==> src/rtl/bus_xfer_controller_if.sv <==
// Handshake and register-bank bus bundle for bus_xfer_controller.
// The controller connects through the slave modport; requesters and the
// register bank (or a testbench standing in for them) use the master modport.
interface bus_xfer_controller_if #(
    parameter int NUM_REGS = 8,
    parameter int NUM_REQ  = 4,
    parameter int IDX_W    = $clog2(NUM_REGS)
);
    logic [NUM_REQ-1:0]       req_valid;
    logic [NUM_REQ*IDX_W-1:0] req_src;
    logic [NUM_REQ*IDX_W-1:0] req_dst;
    logic [NUM_REQ-1:0]       req_ack;
    logic                     req_err;
    logic [NUM_REGS-1:0]      reg_enable;
    logic [NUM_REGS-1:0]      reg_load;
    logic                     busy;

    modport master (
        output req_valid, req_src, req_dst,
        input  req_ack, req_err, reg_enable, reg_load, busy
    );

    modport slave (
        input  req_valid, req_src, req_dst,
        output req_ack, req_err, reg_enable, reg_load, busy
    );
endinterface

==> src/rtl/bus_xfer_controller.sv <==
// bus_xfer_controller: round-robin sequencer for register-to-register moves
// over a shared tristate data bus. At most one register drives the bus and
// at most one register loads in any cycle.
//
// Build option BUS_XFER_SETTLE_EN:
//   defined   - a DRIVE (bus settle) cycle precedes LATCH; 3 cycles per move.
//   undefined - IDLE goes straight to LATCH; enable and load assert together;
//               2 cycles per move.
// The ERR path and the arbitration are identical in both builds.
//
// All outputs are flops loaded from the next-state decode, so they are a
// pure function of the registered state and captured src/dst/grant and
// never follow req_* combinationally within a cycle.

module bus_xfer_controller #(
    parameter int NUM_REGS = 8,
    parameter int NUM_REQ  = 4,
    parameter int IDX_W    = $clog2(NUM_REGS)
) (
    input  logic                   clk,
    input  logic                   rst_n,
    bus_xfer_controller_if.slave   bus
);

    localparam int PTR_W = (NUM_REQ > 1) ? $clog2(NUM_REQ) : 1;
    localparam logic [IDX_W:0] NUM_REGS_X = (IDX_W+1)'(NUM_REGS);

`ifdef BUS_XFER_SETTLE_EN
    typedef enum logic [1:0] {
        ST_IDLE  = 2'd0,
        ST_DRIVE = 2'd1,
        ST_LATCH = 2'd2,
        ST_ERR   = 2'd3
    } state_t;
`else
    typedef enum logic [1:0] {
        ST_IDLE  = 2'd0,
        ST_LATCH = 2'd2,
        ST_ERR   = 2'd3
    } state_t;
`endif

    // One-hot register select from a register index.
    function automatic logic [NUM_REGS-1:0] reg_onehot(input logic [IDX_W-1:0] idx);
        logic [NUM_REGS-1:0] v;
        v = '0;
        for (int i = 0; i < NUM_REGS; i++) begin
            v[i] = (idx == IDX_W'(i));
        end
        return v;
    endfunction

    // One-hot requester select from a grant index.
    function automatic logic [NUM_REQ-1:0] req_onehot(input logic [PTR_W-1:0] idx);
        logic [NUM_REQ-1:0] v;
        v = '0;
        for (int i = 0; i < NUM_REQ; i++) begin
            v[i] = (idx == PTR_W'(i));
        end
        return v;
    endfunction

    // An index is usable only if it addresses an existing register.
    function automatic logic idx_legal(input logic [IDX_W-1:0] idx);
        return ({1'b0, idx} < NUM_REGS_X);
    endfunction

    state_t               state_r, state_s;
    logic [PTR_W-1:0]     ptr_r, ptr_s;
    logic [PTR_W-1:0]     grant_r, grant_s;
    logic [IDX_W-1:0]     src_r, src_s;
    logic [IDX_W-1:0]     dst_r, dst_s;

    logic                 found_s;
    logic                 hit_s;
    int                   cand_idx_s;
    logic [PTR_W-1:0]     cand_grant_s;
    logic [PTR_W-1:0]     cand_ptr_s;
    logic [IDX_W-1:0]     cand_src_s;
    logic [IDX_W-1:0]     cand_dst_s;
    logic                 cand_bad_s;

    logic [NUM_REGS-1:0]  enable_r, enable_s;
    logic [NUM_REGS-1:0]  load_r, load_s;
    logic [NUM_REQ-1:0]   ack_r, ack_s;
    logic                 err_r, err_s;
    logic                 busy_r, busy_s;

    // Round-robin search: first valid requester at or after the pointer, cyclically.
    always_comb begin
        found_s      = 1'b0;
        hit_s        = 1'b0;
        cand_idx_s   = 0;
        cand_grant_s = '0;
        for (int k = 0; k < NUM_REQ; k++) begin
            cand_idx_s   = int'(ptr_r) + k;
            cand_idx_s   = (cand_idx_s >= NUM_REQ) ? (cand_idx_s - NUM_REQ) : cand_idx_s;
            hit_s        = !found_s && bus.req_valid[cand_idx_s];
            cand_grant_s = hit_s ? PTR_W'(cand_idx_s) : cand_grant_s;
            found_s      = found_s | hit_s;
        end
        cand_src_s = bus.req_src[int'(cand_grant_s)*IDX_W +: IDX_W];
        cand_dst_s = bus.req_dst[int'(cand_grant_s)*IDX_W +: IDX_W];
        cand_bad_s = (cand_src_s == cand_dst_s) || !idx_legal(cand_src_s) || !idx_legal(cand_dst_s);
        cand_ptr_s = (cand_grant_s == PTR_W'(NUM_REQ - 1)) ? PTR_W'(0) : (cand_grant_s + PTR_W'(1));
    end

    // Next-state logic and capture of the granted request.
    always_comb begin
        state_s = state_r;
        ptr_s   = ptr_r;
        grant_s = grant_r;
        src_s   = src_r;
        dst_s   = dst_r;
        case (state_r)
            ST_IDLE: begin
                if (found_s) begin
                    grant_s = cand_grant_s;
                    src_s   = cand_src_s;
                    dst_s   = cand_dst_s;
                    ptr_s   = cand_ptr_s;
                    if (cand_bad_s) begin
                        state_s = ST_ERR;
                    end else begin
`ifdef BUS_XFER_SETTLE_EN
                        state_s = ST_DRIVE;
`else
                        state_s = ST_LATCH;
`endif
                    end
                end else begin
                    state_s = ST_IDLE;
                end
            end
`ifdef BUS_XFER_SETTLE_EN
            ST_DRIVE: state_s = ST_LATCH;
`endif
            ST_LATCH: state_s = ST_IDLE;
            ST_ERR:   state_s = ST_IDLE;
            default:  state_s = ST_IDLE;
        endcase
    end

    // Output decode for the state being entered, so the flops present it during that state.
    always_comb begin
        enable_s = '0;
        load_s   = '0;
        ack_s    = '0;
        err_s    = 1'b0;
        busy_s   = (state_s != ST_IDLE);
        case (state_s)
`ifdef BUS_XFER_SETTLE_EN
            ST_DRIVE: begin
                enable_s = reg_onehot(src_s);
            end
`endif
            ST_LATCH: begin
                enable_s = reg_onehot(src_s);
                load_s   = reg_onehot(dst_s);
                ack_s    = req_onehot(grant_s);
            end
            ST_ERR: begin
                ack_s = req_onehot(grant_s);
                err_s = 1'b1;
            end
            ST_IDLE: begin
                enable_s = '0;
            end
            default: begin
                enable_s = '0;
            end
        endcase
    end

    // State, pointer, captured request and registered outputs; synchronous reset.
    always_ff @(posedge clk) begin
        if (!rst_n) begin
            state_r  <= ST_IDLE;
            ptr_r    <= '0;
            grant_r  <= '0;
            src_r    <= '0;
            dst_r    <= '0;
            enable_r <= '0;
            load_r   <= '0;
            ack_r    <= '0;
            err_r    <= 1'b0;
            busy_r   <= 1'b0;
        end else begin
            state_r  <= state_s;
            ptr_r    <= ptr_s;
            grant_r  <= grant_s;
            src_r    <= src_s;
            dst_r    <= dst_s;
            enable_r <= enable_s;
            load_r   <= load_s;
            ack_r    <= ack_s;
            err_r    <= err_s;
            busy_r   <= busy_s;
        end
    end

    assign bus.reg_enable = enable_r;
    assign bus.reg_load   = load_r;
    assign bus.req_ack    = ack_r;
    assign bus.req_err    = err_r;
    assign bus.busy       = busy_r;

    bus_xfer_controller_chk #(
        .NUM_REGS (NUM_REGS),
        .NUM_REQ  (NUM_REQ)
    ) u_chk (
        .clk        (clk),
        .rst_n      (rst_n),
        .reg_enable (enable_r),
        .reg_load   (load_r),
        .req_ack    (ack_r)
    );

endmodule

// Bus-safety invariants: single driver, single loader, single ack, and a
// register never loads from its own drive.
module bus_xfer_controller_chk #(
    parameter int NUM_REGS = 8,
    parameter int NUM_REQ  = 4
) (
    input logic                clk,
    input logic                rst_n,
    input logic [NUM_REGS-1:0] reg_enable,
    input logic [NUM_REGS-1:0] reg_load,
    input logic [NUM_REQ-1:0]  req_ack
);
    a_enable_onehot0: assert property (@(posedge clk) disable iff (!rst_n) $onehot0(reg_enable));
    a_load_onehot0:   assert property (@(posedge clk) disable iff (!rst_n) $onehot0(reg_load));
    a_ack_onehot0:    assert property (@(posedge clk) disable iff (!rst_n) $onehot0(req_ack));
    a_no_self_load:   assert property (@(posedge clk) disable iff (!rst_n) ((reg_enable & reg_load) == '0));
endmodule

==> src/flat_wrapper.sv <==
// flat-port wrapper written by rule: the top's interface ports become plain ports
module bus_xfer_controller_flat 
#(
    parameter int NUM_REGS = 8,
    parameter int NUM_REQ  = 4,
    parameter int IDX_W    = $clog2(NUM_REGS)
)
  (clk, rst_n, bus_req_valid, bus_req_src, bus_req_dst, bus_req_ack, bus_req_err, bus_reg_enable, bus_reg_load, bus_busy);
  bus_xfer_controller_if #(.NUM_REGS(NUM_REGS), .NUM_REQ(NUM_REQ), .IDX_W(IDX_W)) bus_i ();
  input  logic clk;
  input  logic rst_n;
  input wire logic [$bits(bus_i.req_valid)-1:0] bus_req_valid;
  input wire logic [$bits(bus_i.req_src)-1:0] bus_req_src;
  input wire logic [$bits(bus_i.req_dst)-1:0] bus_req_dst;
  output wire logic [$bits(bus_i.req_ack)-1:0] bus_req_ack;
  output wire logic [$bits(bus_i.req_err)-1:0] bus_req_err;
  output wire logic [$bits(bus_i.reg_enable)-1:0] bus_reg_enable;
  output wire logic [$bits(bus_i.reg_load)-1:0] bus_reg_load;
  output wire logic [$bits(bus_i.busy)-1:0] bus_busy;
  assign bus_i.req_valid = bus_req_valid;
  assign bus_i.req_src = bus_req_src;
  assign bus_i.req_dst = bus_req_dst;
  assign bus_req_ack = bus_i.req_ack;
  assign bus_req_err = bus_i.req_err;
  assign bus_reg_enable = bus_i.reg_enable;
  assign bus_reg_load = bus_i.reg_load;
  assign bus_busy = bus_i.busy;
  bus_xfer_controller #(.NUM_REGS(NUM_REGS), .NUM_REQ(NUM_REQ), .IDX_W(IDX_W)) u_core (.clk(clk), .rst_n(rst_n), .bus(bus_i));
endmodule
==> config.mk <==
export PLATFORM = sky130hd
export DESIGN_NAME = bus_xfer_controller_flat
export DESIGN_NICKNAME = d
export VERILOG_FILES = /design/src/rtl/bus_xfer_controller_if.sv /design/src/rtl/bus_xfer_controller.sv /design/src/flat_wrapper.sv
export SDC_FILE = /design/constraint.sdc
export NUM_CORES = 1
export LEC_CHECK = 0
export CORE_MARGIN = 3
export CORE_UTILIZATION = 44
export DETAILED_ROUTE_END_ITERATION = 10
export PLACE_DENSITY = 0.78
export REMOVE_ABC_BUFFERS = 1
export SYNTH_ARGS = -nofsm -noshare
export SYNTH_HDL_FRONTEND = slang
export SYNTH_SLANG_ARGS = --single-unit
export TNS_END_PERCENT = 30
==> constraint.sdc <==
create_clock -name clk -period 3.51 [get_ports clk]
set_clock_uncertainty 0.2 [all_clocks]
set_input_delay 1.053 -clock clk [delete_from_list [all_inputs] [get_ports clk]]
set_output_delay 1.053 -clock clk [all_outputs]
set_load 0.1 [all_outputs]
==> metrics.txt <==
Combinational Power Share=57.7%; detailed placement HPWL=2.73 mm; outcome=finished, final reports clean; DRT iter0 DRCs=47; switching power=0.701 mW; Clock Latency Late Sink=0.33 ns; Reg clk slew, reported paths=0.09 ns; total power density per cell area=720 nW/µm²; Max Cap Viol=0; number of global-route vias before repair=1236; critical path class=input pin to flip-flop; Post-CTS Hold Buffers=0; Clk network pwr share=about an eighth; post-route clock period utilization=97.3%; Reg power frac=between 20% and 30%; Mapped Cells=147; postcts setup bufs=0; Yosys top cell by area=dfxtp_1; RSZ-0062 raised after global routing=false; drt pass-1 iters=5; H-tree depth=2; antenna violations before repair=0; Max Fclk=293 MHz; clock root buffer master=clkbuf_4; fillers=251; CTS Buf Count=5; share of layout cells above drive strength 1=27.0%; Core Area=3080 µm²; maximum vdd ir drop=around 270 µV; Avg Cell Area, Syn=between 9 and 10 µm²; Slew @ Worst Pin=0.631 ns; DRT antenna net count=0; I/O Buffers=51; number of remaining DRC errors=0; first-pass GRT wire length=5.74 mm; CP max FO=14; CTS tree=yes; cts repair resizes=0; Final nets=~240; Bufs on Longest Clock Path=2; synth-to-layout area growth=46.7%; Starting Density=between 40% and 50%; die width=~63 µm; Cell Area, Synth=1430 µm²; #FFs+latches synth=31; Slew Viols, Final=0; average wire per standard cell=between 10 and 15 µm; Sink Count=31; Switching Share=roughly 46%; number of synthesis warnings=0; die area=between 3000 and 4000 µm²; Site Rows=20; Static Leakage=0.908 nW; DRT Wirelength=3.43 mm; minimum clock period=3.41 ns; Fin. Hold Viols=0; top_reg_cell synth=dfxtp_1; overall power=1.51 mW; register area share after synthesis=a little over two fifths; via count=around 1300; final setup vio count=0; worst min path class=flip-flop to flip-flop; Startpoint Class=input pin; most frequent cell after synthesis=dfxtp_1; via/cell ratio=4.97; relative max-transition margin=57.6%; routability cong.=0.804; All-Layer GR Usage=~19%; gr ovfl total=0; top cell type's share of synthesized area=43.4%; FFs w/ async S/R, synth=0%; Diodes inserted=0; top post-synthesis cells by area=dfxtp_1 (43%), mux2i_1 (8.4%), nor3_1 (4.9%); commonest cells in the netlist=dfxtp_1 (31), nor3_1 (14), nor2_1 (13); final worst setup slack=about 0.096 ns; pre-CTS setup slack=-0.262 ns; top-level I/O count=52; die height=~63 µm; CP arrival=3.44 ns; Internal Power=0.811 mW; Setup crit end kind=flip-flop; EDFF count, synth=0; WP data required=3.53 ns; Netlist cell types=32; largest net degree at the start of global routing=21
==> layout make-up <==
| class | count | area, µm² | area share (%) |
|---|---|---|---|
| clock inverters | 1 | 5.00 | 0.238 |
| clock buffers | 7 | 45.0 | 2.15 |
| repair buffers | 67 | 606 | 28.8 |
| multi-input cells | 105 | 753 | 35.9 |
| flip-flops and latches | 31 | 621 | 29.6 |
| inverters | 4 | 15.0 | 0.715 |
| well taps | 44 | 55.1 | 2.62 |
==> sequential cells by signal, indices dropped and copies added (netlist names) <==
register,flops
u_core.grant_r,1
u_core.ptr_r,2
u_core.bus.reg_enable,8
u_core.bus.req_err,1
u_core.state_r,2
u_core.bus.req_ack,4
u_core.bus.busy,1
u_core.bus.reg_load,8
u_core.dst_r,2
u_core.src_r,2
==> power groups by stage <==
stage	logic (mW)	registers, mW	clock network, mW
after global placement	0.852	0.449	0
after CTS	0.873	0.443	0.199
after detailed placement	0.870	0.450	0
after global routing	0.929	0.451	0.220
after floorplan	0.360	0.688	0
final	0.873	0.443	0.196
==> critical path: stages <==
cell and delay [ns]:
clkdlybuf4s50_1 0.53, nand2b_1 0.09, and2b_1 0.16, o32a_1 0.20
buf_12 0.17, mux2i_1 0.13, mux2_2 0.30, xor2_2 0.22
o41ai_2 0.36, buf_4 0.18, nor2_1 0.04
==> routing by layer <==
layer  GRT usage (%)  part of all wire (%)
met1            23.0                    44
met2            30.0                    49
met3            4.86                   5.2
met4            8.26                   1.7
met5               0                     0
==> cells by family after synthesis <==
kind of cell / count (synthesis) / synth area share [%]
DFF: 31 / 43.4
and+or+nand+nor: 61 / 23.3
xor gates and xnor gates: 4 / 4.02
muxes: 18 / 13.4
AOI/OAI and AO/OA: 22 / 11.5
buffers and inverters: 11 / 4.55
==> per-stage QoR <==
stage	setup TNS [ns]	cell area [µm²]	instances	hold WS (ns)	utilization, %
CTS	0	2090	259	0.368	67.8
detailed placement	-4.46	2040	251	0.342	66.2
finish	0	2100	259	0.372	68.2
global placement	-3.40	2040	251	0.320	66.2
floorplan	0	1380	140	0.290	-
global route	0	2100	259	0.400	68.2
==> cells in the final DEF, fill, tap and decap left out, drive strengths merged <==
cell type	instances
a31oi	6
nand2b	3
nor2b	3
a21oi	3
nand2	12
nor4	2
dfxtp	31
xnor2	1
xor2	3
mux2i	12
a211o	1
o41ai	2
clkinv	1
nand3b	2
o21a	1
nor3b	2
o32a	1
o211a	1
inv	4
o21ai	5
clkbuf	7
and2b	1
dlymetal6s2s	2
nor2	13
mux2	6
clkdlybuf4s50	27
and3	1
buf	38
o31a	2
nor3	15
and2	7
==> path summary, 6_finish.rpt <==
path | slack (ns) | endpoint | startpoint | cells past startpoint
min | 0.37 | u_core.bus.req_ack[0] | u_core.grant_r[1] | 3
max | 0.1 | u_core.bus.reg_enable[4] | bus_req_valid[0] | 11
min reg2reg | 0.37 | u_core.bus.req_ack[0] | u_core.grant_r[1] | 3
max reg2reg | 0.91 | u_core.bus.reg_enable[4] | u_core.ptr_r[0] | 10
Note: power is estimated with default switching activity, not from simulation.
==> edit 1 (same settings) <==
Encoding of `state_t`: now one-hot (3 bits for 3 states).
--- a/src/rtl/bus_xfer_controller.sv
+++ b/src/rtl/bus_xfer_controller.sv
@@ -33,10 +33,10 @@
         ST_ERR   = 2'd3
     } state_t;
 `else
-    typedef enum logic [1:0] {
-        ST_IDLE  = 2'd0,
-        ST_LATCH = 2'd2,
-        ST_ERR   = 2'd3
+    typedef enum logic [2:0] {
+        ST_IDLE  = 3'b001,
+        ST_LATCH = 3'b010,
+        ST_ERR   = 3'b100
     } state_t;
 `endif
 
Check against the original RTL: same outputs for any inputs over 10 cycles, from zero or initial values and one cycle with rst_n low; not proved beyond that.
==> edit 1 against the unedited design <==
- total power is 64% higher
- worst setup slack worse by 0.0054 ns
- cell area is 15% higher
- sequential power rose by 17%
- utilization up 2.0 points
- routed wire length rose by 14%
- sequential cell count increased by 1
- area after synthesis grew 13%
- critical path type unchanged
==> edit 1: results (changes against the unedited design) <==
* Max FO, Critical Path at 6 (-8)
* Finished Layout Cells at 265 (+2.3%)
* Global-route usage over all layers at 0.191 (+0.00553)
* Sequential area share after synthesis at 0.398 (-0.0361)
* Layout cells sized above 1 at 0.315 (+0.0453)
* Pin count of the biggest net entering global routing at 20 (-4.8%)
* Synth top cells by count: dfxtp_1 (32), a311oi_1 (16), mux2i_1 (15)
* Worst skew pair latency at 0.28 ns (-0.05 ns)
* Vias in the first global route at 1,390 (+12%)
* Inst Count DP at 255 (+1.6%)
* Slew @ Worst Pin at 0.437 ns (-0.194 ns)
* CP arrival at 3.40 ns (-0.04 ns)
* First-pass GRT wire length at 6.32 mm (+10%)
* Synth top area cells: dfxtp_1 (40%), mux2i_1 (9.3%), a311oi_1 (8.7%)
* Leakage at 0.952 nW (+4.8%)
* Wirelength, routed at 3.92 mm (+14%)
* RePlAce Congestion at 0.828 (+2.9%)
* Post-Synthesis Cells at 152 (+3.4%)
* Drt pass-1 iters at 4 (-1)
* Outcome: finished, final reports clean
* Placement Setup Slack at -0.384 ns (-0.121 ns)
* Layout fillers at 268 (+6.8%)
* Vias at 1,492 (+16%)
* Iter 0 DRT Violations at 70 (+49%)
* Distinct cells, synth at 37 (+16%)
* Root Buffer Master: clkbuf_8
* Worst vdd ir at 0.000499 V (+82%)
* Final net count at 248 (+1.6%)
## edit 1: cell types whose count changed after synthesis, sizes merged, moves of 3 or more
| cell | change |
|---|---|
| a311oi | +16 |
| nor2 | -12 |
| nor3 | -11 |
| mux2i | +7 |
| a21oi | +5 |
| and2 | -5 |
| nor3b | +4 |
| a31oi | +3 |
| buf | +3 |
| o21ai | -3 |
| xor2 | -3 |
## edit 1: worst paths after layout
kind,startpoint,end,slack (ns),depth (start not counted)
worst max-delay path,bus_req_valid[2],u_core.bus.reg_enable[0],0.09,8
worst max register to register,u_core.ptr_r[1],u_core.bus.reg_enable[0],0.92,8
worst min-delay path,u_core.src_r[0],u_core.src_r[0],0.31,2
worst min register to register,u_core.src_r[0],u_core.src_r[0],0.31,2
## edit 1: report_power, final
| group | internal (W) | switching [W] |
|---|---|---|
| Sequential | 0.000460 | 0.0000581 |
| Clock | 0.000156 | 0.000127 |
| Combinational | 0.000664 | 0.00101 |
## edit 1: per-stage QoR
step	setup TNS [ns]	area, µm²
global route	-0.0692	2420
CTS	0	2330
detailed placement	-6.85	2220
floorplan	0	1540
finish	0	2420
global placement	-3.69	2220
## edit 1: logic make-up after synthesis
| family | Yosys count | share of synthesized area |
|---|---|---|
| AOI/OAI and AO/OA | 40 | 0.193 |
| xor gates and xnor gates | 3 | 0.0303 |
| buffers and inverters | 13 | 0.0528 |
| DFF | 32 | 0.398 |
| muxes | 23 | 0.177 |
| and+or+nand+nor | 41 | 0.150 |
## edit 1: final cells by class
type                    instances  area (µm²)  share of cell area
multi-input cells             107         962               0.398
repair buffers                 69         653               0.270
flip-flops and latches         32         641               0.265
clock buffers                   6        82.6              0.0342
well taps                      46        57.6              0.0238
inverters                       3        11.3             0.00466
clock inverters                 2        10.0             0.00414
## edit 1: routing by layer
metal,track usage,part of all wire,vias up
met5,0,0,-
met4,0.0939,0.019,0
met3,0.0472,0.070,9
met2,0.341,0.52,63
met1,0.208,0.39,701
li1,-,-,719
## edit 1: timing repair
action / 4_1_cts / 5_1_grt
resized for setup: 3 / 9
setup buffers: 0 / 2
setup endpoints to repair: 19 / 18
pin swaps: 0 / 1
## edit 1: critical path: stages
cell and delay, ns:
clkdlybuf4s50_1 0.55, or3b_4 0.42, o221ai_4 0.14, mux2i_1 0.34
mux2i_4 0.14, buf_4 0.16, nand4bb_1 0.28, a311oi_1 0.30
==> edit 2 (config.mk and constraints unchanged) <==
Made on the original files. Build with the macro `BUS_XFER_SETTLE_EN` defined.
--- a/src/rtl/bus_xfer_controller.sv
+++ b/src/rtl/bus_xfer_controller.sv
@@ -11,6 +11,8 @@
 // All outputs are flops loaded from the next-state decode, so they are a
 // pure function of the registered state and captured src/dst/grant and
 // never follow req_* combinationally within a cycle.
+
+`define BUS_XFER_SETTLE_EN
 
 module bus_xfer_controller #(
     parameter int NUM_REGS = 8,
Check against the original RTL: not equivalent (a bounded check fails within 4 cycles, from zero or initial values and one cycle with rst_n low).
==> edit 2 against the unedited design <==
- cell area increased by 22%
- worst setup slack got worse by 0.087 ns
- routed wire length increased by 40%
- cell count increased by 16%
- non-clock buffer count increased by 23
- clock power increased by 16%
- area after synthesis increased by 12%
- sequential cell count increased by 3
- utilization increased by 6.7 points
- total power increased by 59%
- sequential share of layout area decreased by 3.0 points
==> edit 2: results (changes against the unedited design) <==
* Max stage delay on crit path at 0.48 ns (-0.05 ns)
* Leakage at 1.07 nW (+17%)
* Final HPWL DP at 3.35 mm (+23%)
* RePlAce Congestion at 0.793 (-1.3%)
* Psw at 0.00115 W (+65%)
* Seq. pwr at 0.000535 W (+21%)
* H-Tree Level Count at 2 (unchanged)
* Hold Startpoint: u_core.dst_r[0]
* Global-route usage over all layers at 0.220 (+0.0348)
* FMAX at 286 MHz (-2.5%)
* Post-synth ARST share at 0 (unchanged)
* Delay-heaviest family, CP: compound AO/OA/AOI/OAI gates
* CP arrival at 3.58 ns (+0.14 ns)
* HP Class: flop to flop
* Reg2reg end: u_core.bus.reg_enable[1]
* WHS at 0.384 ns (+0.0122 ns)
* Total Power at 0.00240 W (+59%)
* Reg clk slew, reported paths at 0.10 ns
* Pin count of the biggest net entering global routing at 20 (-4.8%)
* Vias at 1,555 (+21%)
* CP startpoint: bus_req_valid[2]
* Combinational share of power at 0.682 (+0.105)
* Sequential area share after synthesis at 0.423 (-0.0102)
* Outcome: finished, final reports clean
* CTS Hold Bufs at 0 (unchanged)
* Hold Crit Endpoint: u_core.bus.reg_load[0]
* Layout cells sized above 1 at 0.443 (+0.173)
* Reg2Reg Depth at 12 (+2)
* Slew headroom at 0.538 (-0.0380)
* Worst vdd ir at 0.000510 V (+86%)
* Iter 0 DRT Violations at 91 (+94%)
* Ant diodes at 0 (unchanged)
* Final net count at 286 (+17%)
* Register-to-register setup slack at 0.30 ns (-0.61 ns)
* Highest-delay cell along the critical path: o41a_1
* Distinct cells, synth at 45 (+41%)
* Worst r2r src: u_core.ptr_r[1]
* Placement Setup Slack at -0.792 ns (-0.529 ns)
* Wirelength, routed at 4.79 mm (+40%)
* Max FO, Critical Path at 5 (-9)
* Synth top area cells: dfxtp_1 (42%), nor3b_1 (6.1%), and2_1 (3.9%)
* Drt pass-1 iters at 4 (-1)
* First-pass GRT wire length at 7.23 mm (+26%)
* Synth top cells by count: dfxtp_1 (34), nor2_1 (15), nand2_1 (13), nor3b_1 (13), and2_1 (10)
-- edit 2: cell types whose count changed after synthesis, moves of 3 or more --
cell,unedited run,this run
a211oi_1,0,6
a31oi_1,6,0
and2_1,7,10
dfxtp_1,31,34
mux2_2,5,1
mux2i_1,12,3
nand3_1,0,3
nor3_1,14,4
nor3b_1,2,13
o31ai_1,0,4
xor2_2,3,0
-- edit 2: kinds of logic after synthesis --
kind of cell | share of synthesized area
buffers and inverters | 0.0506
adder cells (fa/ha/maj) | 0.0156
AND/OR/NAND/NOR | 0.290
XOR/XNOR | 0.0163
flip-flops | 0.423
multiplexers | 0.0257
AO/OA/AOI/OAI | 0.178
-- edit 2: cell type report --
| class | count | area (µm²) |
|---|---|---|
| Fill cell | 239 | 857 |
| Clock buffer | 7 | 55.1 |
| Multi-Input combinational cell | 119 | 1000 |
| Sequential cell | 34 | 681 |
| Inverter | 4 | 15.0 |
| Timing Repair Buffer | 90 | 741 |
| Clock inverter | 1 | 5.00 |
| Tap cell | 46 | 57.6 |
-- edit 2: stage by stage --
step	area [µm²]	cells	util
2_1_floorplan	1540	157	-
3_3_place_gp	2310	286	0.675
3_5_place_dp	2310	286	0.675
4_1_cts	2460	297	0.721
5_1_grt	2560	301	0.749
6_report	2560	301	0.749
-- edit 2: what timing repair did --
item / 4_1_cts / 5_1_grt
cloned: 1 / 0
setup endpoints to repair: 14 / 12
setup buffers: 2 / 4
pin swaps: 11 / 14
resized for setup: 25 / 23
-- edit 2: layer usage --
layer | wire (µm) | track usage | vias to the layer above | share of wire
met5 | 0 | 0 | - | 0
met4 | 106 | 0.0964 | 0 | 0.022
met3 | 214 | 0.0556 | 11 | 0.045
met2 | 2550 | 0.393 | 55 | 0.53
met1 | 1930 | 0.245 | 730 | 0.40
li1 | - | - | 759 | -
